==> src/rtl/comm_dac_modulator.sv <==
// Manchester frame transmitter: A5 preamble, 32-bit response MSB first, even parity, then a guard interval.
// Outputs are registered and follow acceptance by one cycle; inputs are ignored outside IDLE.
module comm_dac_modulator #(
  parameter int          BIT_TICKS   = 20,
  parameter int          GUARD_TICKS = 40,
  parameter logic [7:0]  START_BYTE  = 8'hA5,
  parameter logic [11:0] DAC_HIGH    = 12'hC00,
  parameter logic [11:0] DAC_LOW     = 12'h400,
  parameter logic [11:0] DAC_IDLE    = 12'h800
) (
  input  logic        inclk,
  input  logic        reset,
  input  logic        transmitter_on,
  input  logic [31:0] rspns,
  output logic        rspns_read,
  output logic [11:0] com_dac,
  output logic        comm_dac_on
);

  localparam int MAX_TICKS = (BIT_TICKS > GUARD_TICKS) ? BIT_TICKS : GUARD_TICKS;
  localparam int TW        = $clog2(MAX_TICKS + 1);
  localparam logic [TW-1:0] BIT_LAST   = TW'(BIT_TICKS - 1);
  localparam logic [TW-1:0] GUARD_LAST = TW'(GUARD_TICKS - 1);
  localparam logic [TW-1:0] HALF       = TW'(BIT_TICKS / 2);

  typedef enum logic [2:0] {IDLE, START, DATA, PARITY, GUARD} state_t;

  state_t        state_q, state_n;
  logic [TW-1:0] tick_q, tick_n;
  logic [5:0]    bit_q, bit_n;
  logic [5:0]    bit_last;
  logic [31:0]   word_q;
  logic          parity_q;
  logic          accept;
  logic          line_bit;
  logic [11:0]   com_dac_n;

  always_comb begin
    state_n  = state_q;
    tick_n   = tick_q;
    bit_n    = bit_q;
    accept   = 1'b0;
    bit_last = (state_q == START) ? 6'd7 : (state_q == DATA) ? 6'd31 : 6'd0;
    case (state_q)
      IDLE: begin
        if (transmitter_on) begin
          accept  = 1'b1;
          state_n = START;
          tick_n  = '0;
          bit_n   = '0;
        end
      end
      START, DATA, PARITY: begin
        if (tick_q == BIT_LAST) begin
          tick_n = '0;
          if (bit_q == bit_last) begin
            bit_n = '0;
            if (state_q == START)     state_n = DATA;
            else if (state_q == DATA) state_n = PARITY;
            else                      state_n = GUARD;
          end else begin
            bit_n = bit_q + 6'd1;
          end
        end else begin
          tick_n = tick_q + 1'b1;
        end
      end
      GUARD: begin
        if (tick_q == GUARD_LAST) begin
          tick_n  = '0;
          state_n = IDLE;
        end else begin
          tick_n = tick_q + 1'b1;
        end
      end
      default: state_n = IDLE;
    endcase
  end

  // Output codes are derived from the next-cycle position so the line is registered yet aligned.
  always_comb begin
    line_bit = 1'b0;
    case (state_n)
      START:   line_bit = START_BYTE[3'd7 - bit_n[2:0]];
      DATA:    line_bit = word_q[5'd31 - bit_n[4:0]];
      PARITY:  line_bit = parity_q;
      default: line_bit = 1'b0;
    endcase
    if (state_n == IDLE || state_n == GUARD)
      com_dac_n = DAC_IDLE;
    else
      com_dac_n = ((tick_n < HALF) == line_bit) ? DAC_HIGH : DAC_LOW;
  end

  always_ff @(posedge inclk) begin
    if (reset) begin
      state_q     <= IDLE;
      tick_q      <= '0;
      bit_q       <= '0;
      word_q      <= '0;
      parity_q    <= 1'b0;
      rspns_read  <= 1'b0;
      com_dac     <= DAC_IDLE;
      comm_dac_on <= 1'b0;
    end else begin
      state_q     <= state_n;
      tick_q      <= tick_n;
      bit_q       <= bit_n;
      if (accept) begin
        word_q   <= rspns;
        parity_q <= ^rspns;
      end
      rspns_read  <= accept;
      com_dac     <= com_dac_n;
      comm_dac_on <= (state_n != IDLE);
    end
  end

endmodule

==> config.mk <==
export PLATFORM = sky130hd
export DESIGN_NAME = comm_dac_modulator
export DESIGN_NICKNAME = d
export VERILOG_FILES = /design/src/rtl/comm_dac_modulator.sv
export SDC_FILE = /design/constraint.sdc
export NUM_CORES = 1
export LEC_CHECK = 0
export ABC_AREA = 1
export BUFFER_PORTS_ARGS = -buffer_cell sky130_fd_sc_hd__buf_2
export CAP_MARGIN = 15
export CORE_MARGIN = 5
export CORE_UTILIZATION = 30
export DETAILED_ROUTE_END_ITERATION = 7
export PLACE_DENSITY = 0.54
export SKIP_CTS_REPAIR_TIMING = 1
export SLEW_MARGIN = 40
export SYNTH_ARGS = -nofsm -noshare
export SYNTH_HDL_FRONTEND = slang
export SYNTH_SLANG_ARGS = --single-unit
==> constraint.sdc <==
create_clock -name inclk -period 2.57 [get_ports inclk]
set_input_delay 0.771 -clock inclk [delete_from_list [all_inputs] [get_ports inclk]]
set_output_delay 0.771 -clock inclk [all_outputs]
set_load 0.05 [all_outputs]
* Word level (Yosys, flattened, before mapping)
Memories as Yosys holds them, arrays and structs flattened. Cells that the tools add are included.
Operators by class: add/subtract/negate cells 4, $lt $le $gt $ge 3, equal/unequal tests 14, muxes and demuxes 24, reductions and logical operators 9
Operators with widths (count):
- 2-to-1 mux 6 bit | 6
- XOR reduction 32 bit | 1
- 2-to-1 mux 3 bit | 6
- case mux 6 bit (3 select lines) | 1
- adder 6 x 1 -> 6 bit (second input constant) | 2
- equality test 3 x 2 -> 1 bit (second input constant) | 4
- 2-to-1 mux 12 bit | 1
- case mux 6 bit (2 select lines) | 1
- 2-to-1 mux 5 bit | 2
- case mux 3 bit (3 select lines) | 1
- equality test 3 x 1 -> 1 bit (second input constant) | 2
- equality test 3 bit (second input constant) | 2
- equality test 6 x 5 -> 1 bit | 1
- equality test 6 x 5 -> 1 bit (second input constant) | 1
- equality test 6 bit (second input constant) | 1
- logical NOT 3 bit | 2
- < comparator 5 x 6 -> 1 bit (second input constant) | 1
- < comparator 6 x 4 -> 1 bit (second input constant) | 1
- binary-select mux 1 bit (select 5 bit) | 1
- subtractor 5 bit (first input constant) | 1
- < comparator 3 x 4 -> 1 bit (second input constant) | 1
- 2-to-1 mux 1 bit | 4
- != test 2 bit (second input constant) | 2
- case mux 1 bit (3 select lines) | 1
- 8 further kinds | 8
Word-level totals: bits in registers 62, bits in read-only memories 8, bits of input ports 35, output and inout port bits 14, word-level logic and storage cells 64, memories kept 1
Memory list:
- (no name shown) | depth 8, width 1, read ports 1, clocked after Yosys merged registers in 0, wr ports 0, RTL line 84 | START: line_bit = START_BYTE[3'd7 - bit_n[2:0]];

* Depth between registers and ports, before layout
Gate-level depths: netlist of the first run.
word-level depth 13, mapped depth 18, mapped depth without buffers 18

* Least setup slack after synthesis of the first run
No wires, ideal clock.
path type input -> register, start input port transmitter_on, end register com_dac[11], library setup time 0.119 ns, data arrival time 2.122 ns, data required time 2.451 ns, setup slack 0.329 ns, cell stages on the path 14, buffers on the path 2, cells stage by stage inv_1 > a21oi_2 > or2_1 > buf_4 > buf_2 > nand3_1 > nand3_1 > nand3_1 > nand3_1 > nand3_1 > nand3_1 > nand2_1 > nand2_1 > nand3_1
On the way: cells in the longest elaborated chain, start to end 8, elaborated cells on any way between the ends 23, those cells by class 2 x add/sub; 1 x order compare; 5 x eq/ne; 11 x mux; 3 x reduce/logical; 1 x memory
Ends and longest elaborated chain:
- start: declaration | RTL line 13 | input logic transmitter_on,
- 2-to-1 mux 6 bit | RTL line 46 | if (transmitter_on) begin
- case mux 6 bit (2 select lines) | RTL line 44 | case (state_q)
- subtractor 5 bit or subtractor 3 bit (tied branches) | RTL line 85, 84
- binary-select mux 1 bit (select 5 bit) or memory (8 x 1 bit) (tied branches)
- 2-to-1 mux 1 bit (on tied branches) | RTL line 85, 84
- case mux 1 bit (3 select lines) | RTL line 83 | case (state_n)
- equality test 1 bit | RTL line 92 | com_dac_n = ((tick_n < HALF) == line_bit) ? DAC_HIGH : DAC_LOW;
- 2-to-1 mux 12 bit | RTL line 92
- end signal: assignment | RTL line 114 | com_dac <= com_dac_n;
- end: declaration | RTL line 16 | output logic [11:0] com_dac,
Several ways; a longest one is shown, not always the timed one. The select of a mux whose other input is x is not followed. A chain may end at the register's enable or synchronous reset.

* Final worst setup path of the first run
start register tick_q[0], end register com_dac[11]
On the way: cells in the longest elaborated chain, start to end 9, elaborated cells on any way between the ends 29, those cells by class 3 x add/sub; 1 x order compare; 7 x eq/ne; 14 x mux; 3 x reduce/logical; 1 x memory
Ends and longest elaborated chain:
- start: declaration | RTL line 29 | logic [TW-1:0] tick_q, tick_n;
- start signal: assignment | RTL line 107 | tick_q <= tick_n;
- equality test 6 x 5 -> 1 bit | RTL line 54 | if (tick_q == BIT_LAST) begin
- 2-to-1 mux 6 bit | RTL line 54
- case mux 6 bit (2 select lines) | RTL line 44
- subtractor 5 bit or subtractor 3 bit (tied branches) | RTL line 85, 84
- binary-select mux 1 bit (select 5 bit) or memory (8 x 1 bit) (tied branches)
- 2-to-1 mux 1 bit (on tied branches) | RTL line 85, 84
- case mux 1 bit (3 select lines) | RTL line 83
- equality test 1 bit | RTL line 92
- 2-to-1 mux 12 bit | RTL line 92
Several ways; a longest one is shown, not always the timed one. The select of a mux whose other input is x is not followed.

==> results of run 1 <==
==> per-layer routing <==
metal / GRT usage, % / share of wire (%) / vias up
li1: - / - / 1441
met1: 15.8 / 48 / 1228
met2: 18.6 / 45 / 70
met3: 2.08 / 5.8 / 5
met4: 2.46 / 0.83 / 0
met5: 0 / 0 / -
==> Yosys cell counts <==
cell	count
nand3_4	1
nor2_4	3
nand3_1	55
o22ai_1	1
nand4_1	3
dfxtp_1	52
a21oi_1	39
conb_1	1
ha_1	2
or2_1	1
a21oi_2	1
xor2_1	8
clkbuf_1	11
buf_6	1
buf_2	2
o211ai_1	1
inv_1	64
inv_2	2
o21ai_0	46
nand2_1	53
a22oi_1	1
nor4_1	1
o2111ai_1	1
xnor2_1	27
and3_1	1
nor3_1	1
nand3_2	1
nor2_1	28
o21ai_2	2
nand2_8	2
buf_4	12
a211oi_1	1
a21oi_4	1
nor2_2	3
nand2_2	2
==> worst paths after layout <==
check / startpoint / end / cells past startpoint
hold reg to reg: word_q[17]$_SDFFE_PP0P_ / word_q[17]$_SDFFE_PP0P_ / 2
setup reg to reg: tick_q[0]$_SDFFE_PP0P_ / com_dac[11]$_SDFF_PP1_ / 12
hold / removal: word_q[17]$_SDFFE_PP0P_ / word_q[17]$_SDFFE_PP0P_ / 2
setup / recovery: tick_q[0]$_SDFFE_PP0P_ / com_dac[11]$_SDFF_PP1_ / 12
==> area by class of cell <==
class                   instances  area share (%)
flip-flops and latches         52            30.1
multi-input cells             296            47.2
inverters                      66            7.17
clock buffers                   6            2.10
well taps                     133            4.82
clock inverters                 2            1.12
repair buffers                 47            7.46
==> state kept, by name, indices dropped and copies added (netlist names) <==
signal and count:
tick_q 6, state_q 3, rspns_read 1, word_q 32, com_dac 2, comm_dac_on 1, parity_q 1, bit_q 6
==> power by group <==
group / total (mW) / leakage, nW / switching, mW / internal [mW]
logic: 0.407 / 0.966 / 0.252 / 0.155
clock network: 0.577 / 0.0558 / 0.282 / 0.295
registers: 0.875 / 0.428 / 0.0160 / 0.859
total: 1.86 / 1.45 / 0.550 / 1.31
==> kinds of logic after synthesis <==
| family | count (synthesis) | synth area share (%) |
|---|---|---|
| AND/OR/NAND/NOR | 155 | 24.8 |
| AO/OA/AOI/OAI | 94 | 16.6 |
| buffers and inverters | 92 | 13.2 |
| flip-flops | 52 | 34.3 |
| XOR/XNOR | 35 | 10.1 |
| adder cells (fa/ha/maj) | 2 | 0.824 |
| other | 1 | 0.123 |
==> cells in the final DEF, fill, tap and decap left out, types with 3 or more instances in the layout <==
master    synthesis  routed
a21oi_1          39      39
buf_2             2      38
buf_4            12       9
clkbuf_8          0       5
conb_1            1      10
dfxtp_1          52      52
inv_1            64      63
inv_2             2       3
nand2_1          53      53
nand3_1          55      55
nand4_1           3       3
nor2_1           28      28
nor2_2            3       3
nor2_4            3       3
o21ai_0          46      45
xnor2_1          27      27
xor2_1            8       8
==> critical path, cell delays in order, from the launching register on <==
cell and delay, ps:
dfxtp_1 390, ha_1 240, nand2_1 110, nor2_4 200
nand3_4 200, nand2_8 190, nand2_8 110, xnor2_1 170
and3_1 160, o21ai_1 210, nand2_1 80, nand2_1 60
nand3_1 70
==> out/qor.csv, run 1 <==
metric,value,unit
r2r setup slk,250,ps
global-route wire length before repair,12.0,mm
I/O pin count,49,
antenna violations before repair,0,
fin worst setup slack,247,ps
Hold Crit Class,reg2reg,
ANT nets after route,0,
Avg Vias per Cell,4.56,
Die W,111,µm
placed cell count,593,
H-tree levels,2,
HPWL after detailed placement,5.27,mm
final hold violations,0,
"flops & latches, synth",52,
number of global-route vias before repair,2610,
maximum net fanout on the critical path,18,
DRT Pass-1 Iters,4,
"Clk pin slew, worst setup/hold paths",100,ps
Vias,2744,
Crit Path Category,reg2reg,
area of the multi-input gates,1630,µm²
Worst-Skew Late Latency,310,ps
skew final,3.65,ps
Rel. slew slack,64.9,%
top post-synthesis cells by area,"dfxtp_1, nand3_1, inv_1",
post-layout util,35.2,%
# fillers,1120,
Synth cell types,35,
Ys Warns,0,
Inserted Diodes,0,
die outline height,111,µm
Core Area,9820,µm²
CTS Buf Count,5,
"Cell Count, Final, Fillers Out",602,
area grow syn2layout,13.7,%
RSZ-0062 raised after global routing,no,
final critical-path share of the clock period,90.4,%
# DRC,0,
Port Buffers,38,
clk root buf,clkbuf_8,
pre-CTS setup slack,84.1,ps
Yosys top cell by area,dfxtp_1,
Worst Tran Pin Value,526,ps
# nets final,505,
Post-Synthesis Cells,431,
peak supply drop,0.000236,V
placed inst area,3330,µm²
mean routed wirelength per cell,11.4,µm
RD Place Congestion,0.803,
CP required,2770,ps
minimum clock period,2320,ps
Critical Path Start Type,register,
Avg Synthesized Cell Area,7.05,µm²
grt ovf,0,
gr usage total,11.4,%
layout cell share with drive strength beyond 1,15.6,%
Power per Cell Area,538,nW/µm²
setup tns final,0,ps
CTS Buffer Depth,2,
Final Power,1.86,mW
TritonCTS clock tree,done,
status,"finished, final reports clean",
maxcap violations,0,
Post-Synthesis Cell Area,3040,µm²
sequential fraction of the synthesis area,34.3,%
crit path DAT,2520,ps
top-area cell type share of the netlist area,34.3,%
CP Capture Type,register,
pin count of the biggest net entering global routing,65,
P_leak,1.45,nW
register area,1040,µm²
clock sinks,52,
Min Hold Slack,455,ps
final wirelength,6.87,mm
number of DRC markers in iteration 0,123,
full die area,12200,µm²
fmax,430,MHz
cell area after layout,3450,µm²
initial core utilization,30.9,%
# setup viols final,0,
FP Rows,36,
Final Slew Violations,0,
(Power assumes the default switching activity.)
==> run 2, diff against run 1 <==
Settings changed: CORE_MARGIN 5 to 2, CORE_UTILIZATION 30 to 57, PLACE_DENSITY 0.54 to 0.86.
==> run 2 against run 1 <==
  * Register-to-register slack better by 30 ps
  * Via count is 1.1% higher
  * Clock-buffer cell count decreased by 1
  * Critical path depth rose by 4
  * Final cell count shrank 11%
  * Non-clock buffer count decreased by 4
  * Global-route usage rose by 12 points
  * Flip-flop and latch count stayed put
  * Sequential power hardly changed
  * Maximum frequency grew 1.3%
==> out/qor.csv, run 2 (synthesized netlist as in run 1, its figures left out) <==
metric,value,unit
fin worst setup slack,277,ps
number of global-route vias before repair,2622,
final critical-path share of the clock period,89.2,%
minimum clock period,2290,ps
# DRC,0,
Worst Tran Pin Value,515,ps
CTS Buffer Depth,2,
"commonest non-fill, non-tap cell in the layout",inv_1,
register with the most flip-flops,word_q,
cell area after layout,3350,µm²
Worst-Skew Late Latency,330,ps
full die area,5930,µm²
placed inst area,3250,µm²
# setup viols final,0,
CTS Buf Count,5,
# fillers,456,
Final Power,1.77,mW
Port Buffers,38,
Die W,77.0,µm
clk root buf,clkbuf_8,
RD Place Congestion,0.900,
initial core utilization,59.1,%
Core Area,5140,µm²
Vias,2775,
H-tree levels,2,
fmax,436,MHz
most frequent cells in the layout,"inv_1, nand3_1, nand2_1",
post-layout util,65.2,%
gr usage total,23.6,%
Crit Path Category,reg2reg,
Inserted Diodes,0,
Rel. slew slack,65.7,%
skew final,13.1,ps
TritonCTS clock tree,done,
pin count of the biggest net entering global routing,65,
max FFs per register,32,
Crit path depth,16,
hold path startpoint,word_q[17]$_SDFFE_PP0P_,
top flop regs,"word_q (32), bit_q (6), tick_q (6)",
antenna violations before repair,0,
clock sinks,52,
setup tns final,0,ps
Avg Vias per Cell,5.19,
Crit path top cell by count,nand3_1,
maximum net fanout on the critical path,18,
status,"finished, final reports clean",
reg2reg start,tick_q[1]$_SDFF_PP0_,
Hold Crit Class,reg2reg,
CP top delay family,simple AND/OR/NAND/NOR gates,
Power per Cell Area,529,nW/µm²
# nets final,501,
"Clk pin slew, worst setup/hold paths",100,ps
CP Capture Type,register,
final hold violations,0,
final wirelength,6.47,mm
number of DRC markers in iteration 0,160,
register area,1040,µm²
RSZ-0062 raised after global routing,no,
DRT Pass-1 Iters,5,
ANT nets after route,0,
I/O pin count,49,
area grow syn2layout,10.3,%
Final Slew Violations,0,
FP Rows,26,
crit path launch,tick_q[1]$_SDFF_PP0_,
global-route wire length before repair,11.3,mm
CP required,2770,ps
hold path depth,2,
maxcap violations,0,
die outline height,77.0,µm
P_leak,1.42,nW
max incr delay on CP,370,ps
pre-CTS setup slack,107,ps
crit path DAT,2500,ps
layout cell share with drive strength beyond 1,15.7,%
Worst Path Buf+Inv,0,
slowest library cell on the worst path,dfxtp_1,
Critical Path Start Type,register,
grt ovf,0,
peak supply drop,0.000298,V
area of the multi-input gates,1630,µm²
HPWL after detailed placement,4.77,mm
cells along the critical path,ha_2 > nand4_1 > nor2_2 > nand2_1 > nand2_2 > nand2_8 > nand2_8 > nand2_1 > nand3_1 > nand3_1 > nand3_1 > nand3_1 > nand3_1 > nand2_1 > nand2_1 > nand3_1,
mean routed wirelength per cell,12.1,µm
reg2reg path depth,16,
==> run 2: cell types whose count changed in the layout (fill, tap and decap cells not counted), sizes merged <==
| cell | before | now |
|---|---|---|
| bufinv | 1 | 0 |
| clkbuf | 6 | 5 |
| clkinvlp | 0 | 1 |
| clkinv | 0 | 1 |
| buf | 47 | 43 |
==> run 2: worst register-to-register path: cells and delay by family, from the launching register on <==
family / cells / cell delay, ps
and+or+nand+nor: 15 / 1580
DFF: 1 / 370
adders and majority gates: 1 / 230
==> run 2: layout make-up <==
class	count	area share, %
clock buffers	5	2.05
clock inverters	3	0.822
inverters	66	7.40
multi-input cells	296	48.8
flip-flops and latches	52	31.2
well taps	70	2.61
repair buffers	43	7.17
==> run 2: path summary, 6_finish.rpt <==
check	to	slack, ps
setup / recovery	com_dac[11]$_SDFF_PP1_	280
hold / removal	word_q[17]$_SDFFE_PP0P_	460
setup reg to reg	com_dac[11]$_SDFF_PP1_	280
hold reg to reg	word_q[17]$_SDFFE_PP0P_	460
==> run 2: report_power, final <==
part           switching, mW  leakage [nW]  internal, mW  total (mW)
clock network          0.300        0.0463         0.200       0.500
logic                  0.242         0.948         0.154       0.396
registers             0.0166         0.429         0.859       0.876
==> run 2: through the flow <==
stage	hold WS [ps]	cells
global route	469	535
CTS	459	535
finish	456	535
detailed placement	444	527
global placement	443	527
floorplan	425	440
==> run 2: per-layer routing <==
layer  track usage, %  share of wire, %  up-vias
met5                0                 0        -
li1                 -                 -     1433
met1             29.0                43     1251
met2             39.7                49       75
met3             3.65               4.7       16
met4             12.7               3.3        0
==> run 3, diff against run 2 <==
Settings changed: REMOVE_ABC_BUFFERS set to 1.
==> run 3 against run 2 <==
  * Maximum frequency down 1.4%
  * Core utilization up 1.7 points
  * Hold slack better by 5.6 ps
  * Worst setup slack worse by 32 ps
  * Wire length up 2.6%
  * Clock skew down 10 ps
  * Non-clock buffer count up 2
  * Critical path depth down 5
  * Flip-flop and latch count unchanged
  * Critical path type unchanged
  * Die area unchanged
  * Via count up 3.0%
  * Combinational power about the same
==> out/qor.csv, run 3 (synthesized netlist as in run 1, its figures left out) <==
metric,value,unit
# nets final,503,
Final Slew Violations,0,
final wirelength,6.63,mm
DRT Pass-1 Iters,4,
clk root buf,clkbuf_8,
full die area,5930,µm²
"Clk pin slew, worst setup/hold paths",90,ps
max incr delay on CP,390,ps
Die W,77.0,µm
P_leak,1.47,nW
Avg Vias per Cell,5.32,
cell area after layout,3440,µm²
Port Buffers,38,
most frequent cells in the layout,"inv_1, nand3_1, nand2_1",
final critical-path share of the clock period,90.5,%
Critical Path Start Type,register,
CP required,2770,ps
top flop regs,"word_q (32), bit_q (6), tick_q (6)",
minimum clock period,2330,ps
RSZ-0062 raised after global routing,no,
gr usage total,23.4,%
fmax,430,MHz
maximum net fanout on the critical path,9,
# fillers,452,
register area,1040,µm²
"commonest non-fill, non-tap cell in the layout",inv_1,
Worst-Skew Late Latency,310,ps
CTS Buffer Depth,2,
Inserted Diodes,0,
placed inst area,3270,µm²
final hold violations,0,
area grow syn2layout,13.2,%
peak supply drop,0.000399,V
antenna violations before repair,0,
pin count of the biggest net entering global routing,42,
Hold Crit Class,reg2reg,
area of the multi-input gates,1630,µm²
die outline height,77.0,µm
HPWL after detailed placement,4.91,mm
hold path startpoint,word_q[13]$_SDFFE_PP0P_,
number of global-route vias before repair,2815,
layout cell share with drive strength beyond 1,15.6,%
CP Capture Type,register,
H-tree levels,2,
Crit path top cell by count,nand2_1,
status,"finished, final reports clean",
r2r setup slk,240,ps
grt ovf,0,
setup tns final,0,ps
skew final,3.06,ps
crit path DAT,2530,ps
TritonCTS clock tree,done,
number of DRC markers in iteration 0,190,
I/O pin count,49,
r2r endpoint,com_dac[11]$_SDFF_PP1_,
Core Area,5140,µm²
global-route wire length before repair,11.6,mm
# DRC,0,
mean routed wirelength per cell,12.4,µm
clock sinks,52,
Final Power,2.03,mW
Crit Path Category,reg2reg,
slowest library cell on the worst path,dfxtp_1,
Vias,2858,
reg2reg start,tick_q[0]$_SDFFE_PP0P_,
# setup viols final,0,
register with the most flip-flops,word_q,
CTS Buf Count,5,
ANT nets after route,0,
reg2reg path depth,11,
maxcap violations,0,
cells along the critical path,ha_2 > nand2_1 > nor2_4 > nand3_4 > a211oi_1 > inv_1 > and3_1 > o21ai_0 > nand2_1 > nand2_1 > nand3_1,
initial core utilization,59.1,%
FP Rows,26,
RD Place Congestion,0.981,
Power per Cell Area,592,nW/µm²
hold path depth,2,
Hold EP,word_q[13]$_SDFFE_PP0P_,
max FFs per register,32,
[run 3: cell types whose count changed in the layout (fill, tap and decap cells not counted)]
cell        delta
buf_12         +1
clkinvlp_4     -1
bufinv_16      +3
inv_8          -1
clkinv_4       -1
buf_4          +1
dfxtp_2        -2
dfxtp_1        +2
[run 3: stage by stage]
stage	worst slack, ps	hold WS [ps]	instances	util, %
finish	245	462	537	66.9
CTS	187	459	537	66.8
floorplan	57.4	427	414	-
detailed placement	116	447	529	63.7
global route	17.3	482	537	66.9
global placement	119	444	529	63.7
[run 3: final cells by class]
type | instances | area share (%)
clock buffer | 5 | 2.00
clock inverter | 3 | 2.62
inverter | 66 | 7.21
multi-input combinational | 296 | 47.5
sequential | 52 | 30.3
tap | 70 | 2.55
timing repair buffer | 45 | 7.79
[run 3: metal layers]
layer | up-vias | share of wire, % | GRT usage [%]
met5 | - | 0 | 0
met4 | 0 | 1.3 | 9.46
met3 | 6 | 4.8 | 4.00
met2 | 89 | 51 | 43.9
met1 | 1317 | 43 | 26.0
li1 | 1446 | - | -
[run 3: power breakdown]
part           internal, mW  total, mW  leakage, nW  switching (mW)
clock network         0.487      0.759       0.0784           0.272
registers             0.859      0.876        0.428          0.0175
logic                 0.159      0.398        0.962           0.240
total                  1.50       2.03         1.47           0.530
[run 3: critical path, delay by kind of cell (launching register included)]
family,cells,cell delay [ps]
compound gates,2,560
fa+ha+maj,1,230
buf+inv,1,120
flops,1,390
simple gates,7,910
[run 3: worst max path at each step]
stage	from	to	slack [ps]	depth (start not counted)
final	tick_q[0]$_SDFFE_PP0P_	com_dac[11]$_SDFF_PP1_	240	11
after global placement	transmitter_on	com_dac[11]$_SDFF_PP1_	120	13
after floorplan	transmitter_on	com_dac[11]$_SDFF_PP1_	60	10
after CTS	tick_q[0]$_SDFFE_PP0P_	com_dac[11]$_SDFF_PP1_	190	16
after global routing	tick_q[0]$_SDFFE_PP0P_	com_dac[11]$_SDFF_PP1_	20	16
after detailed placement	transmitter_on	com_dac[11]$_SDFF_PP1_	120	13
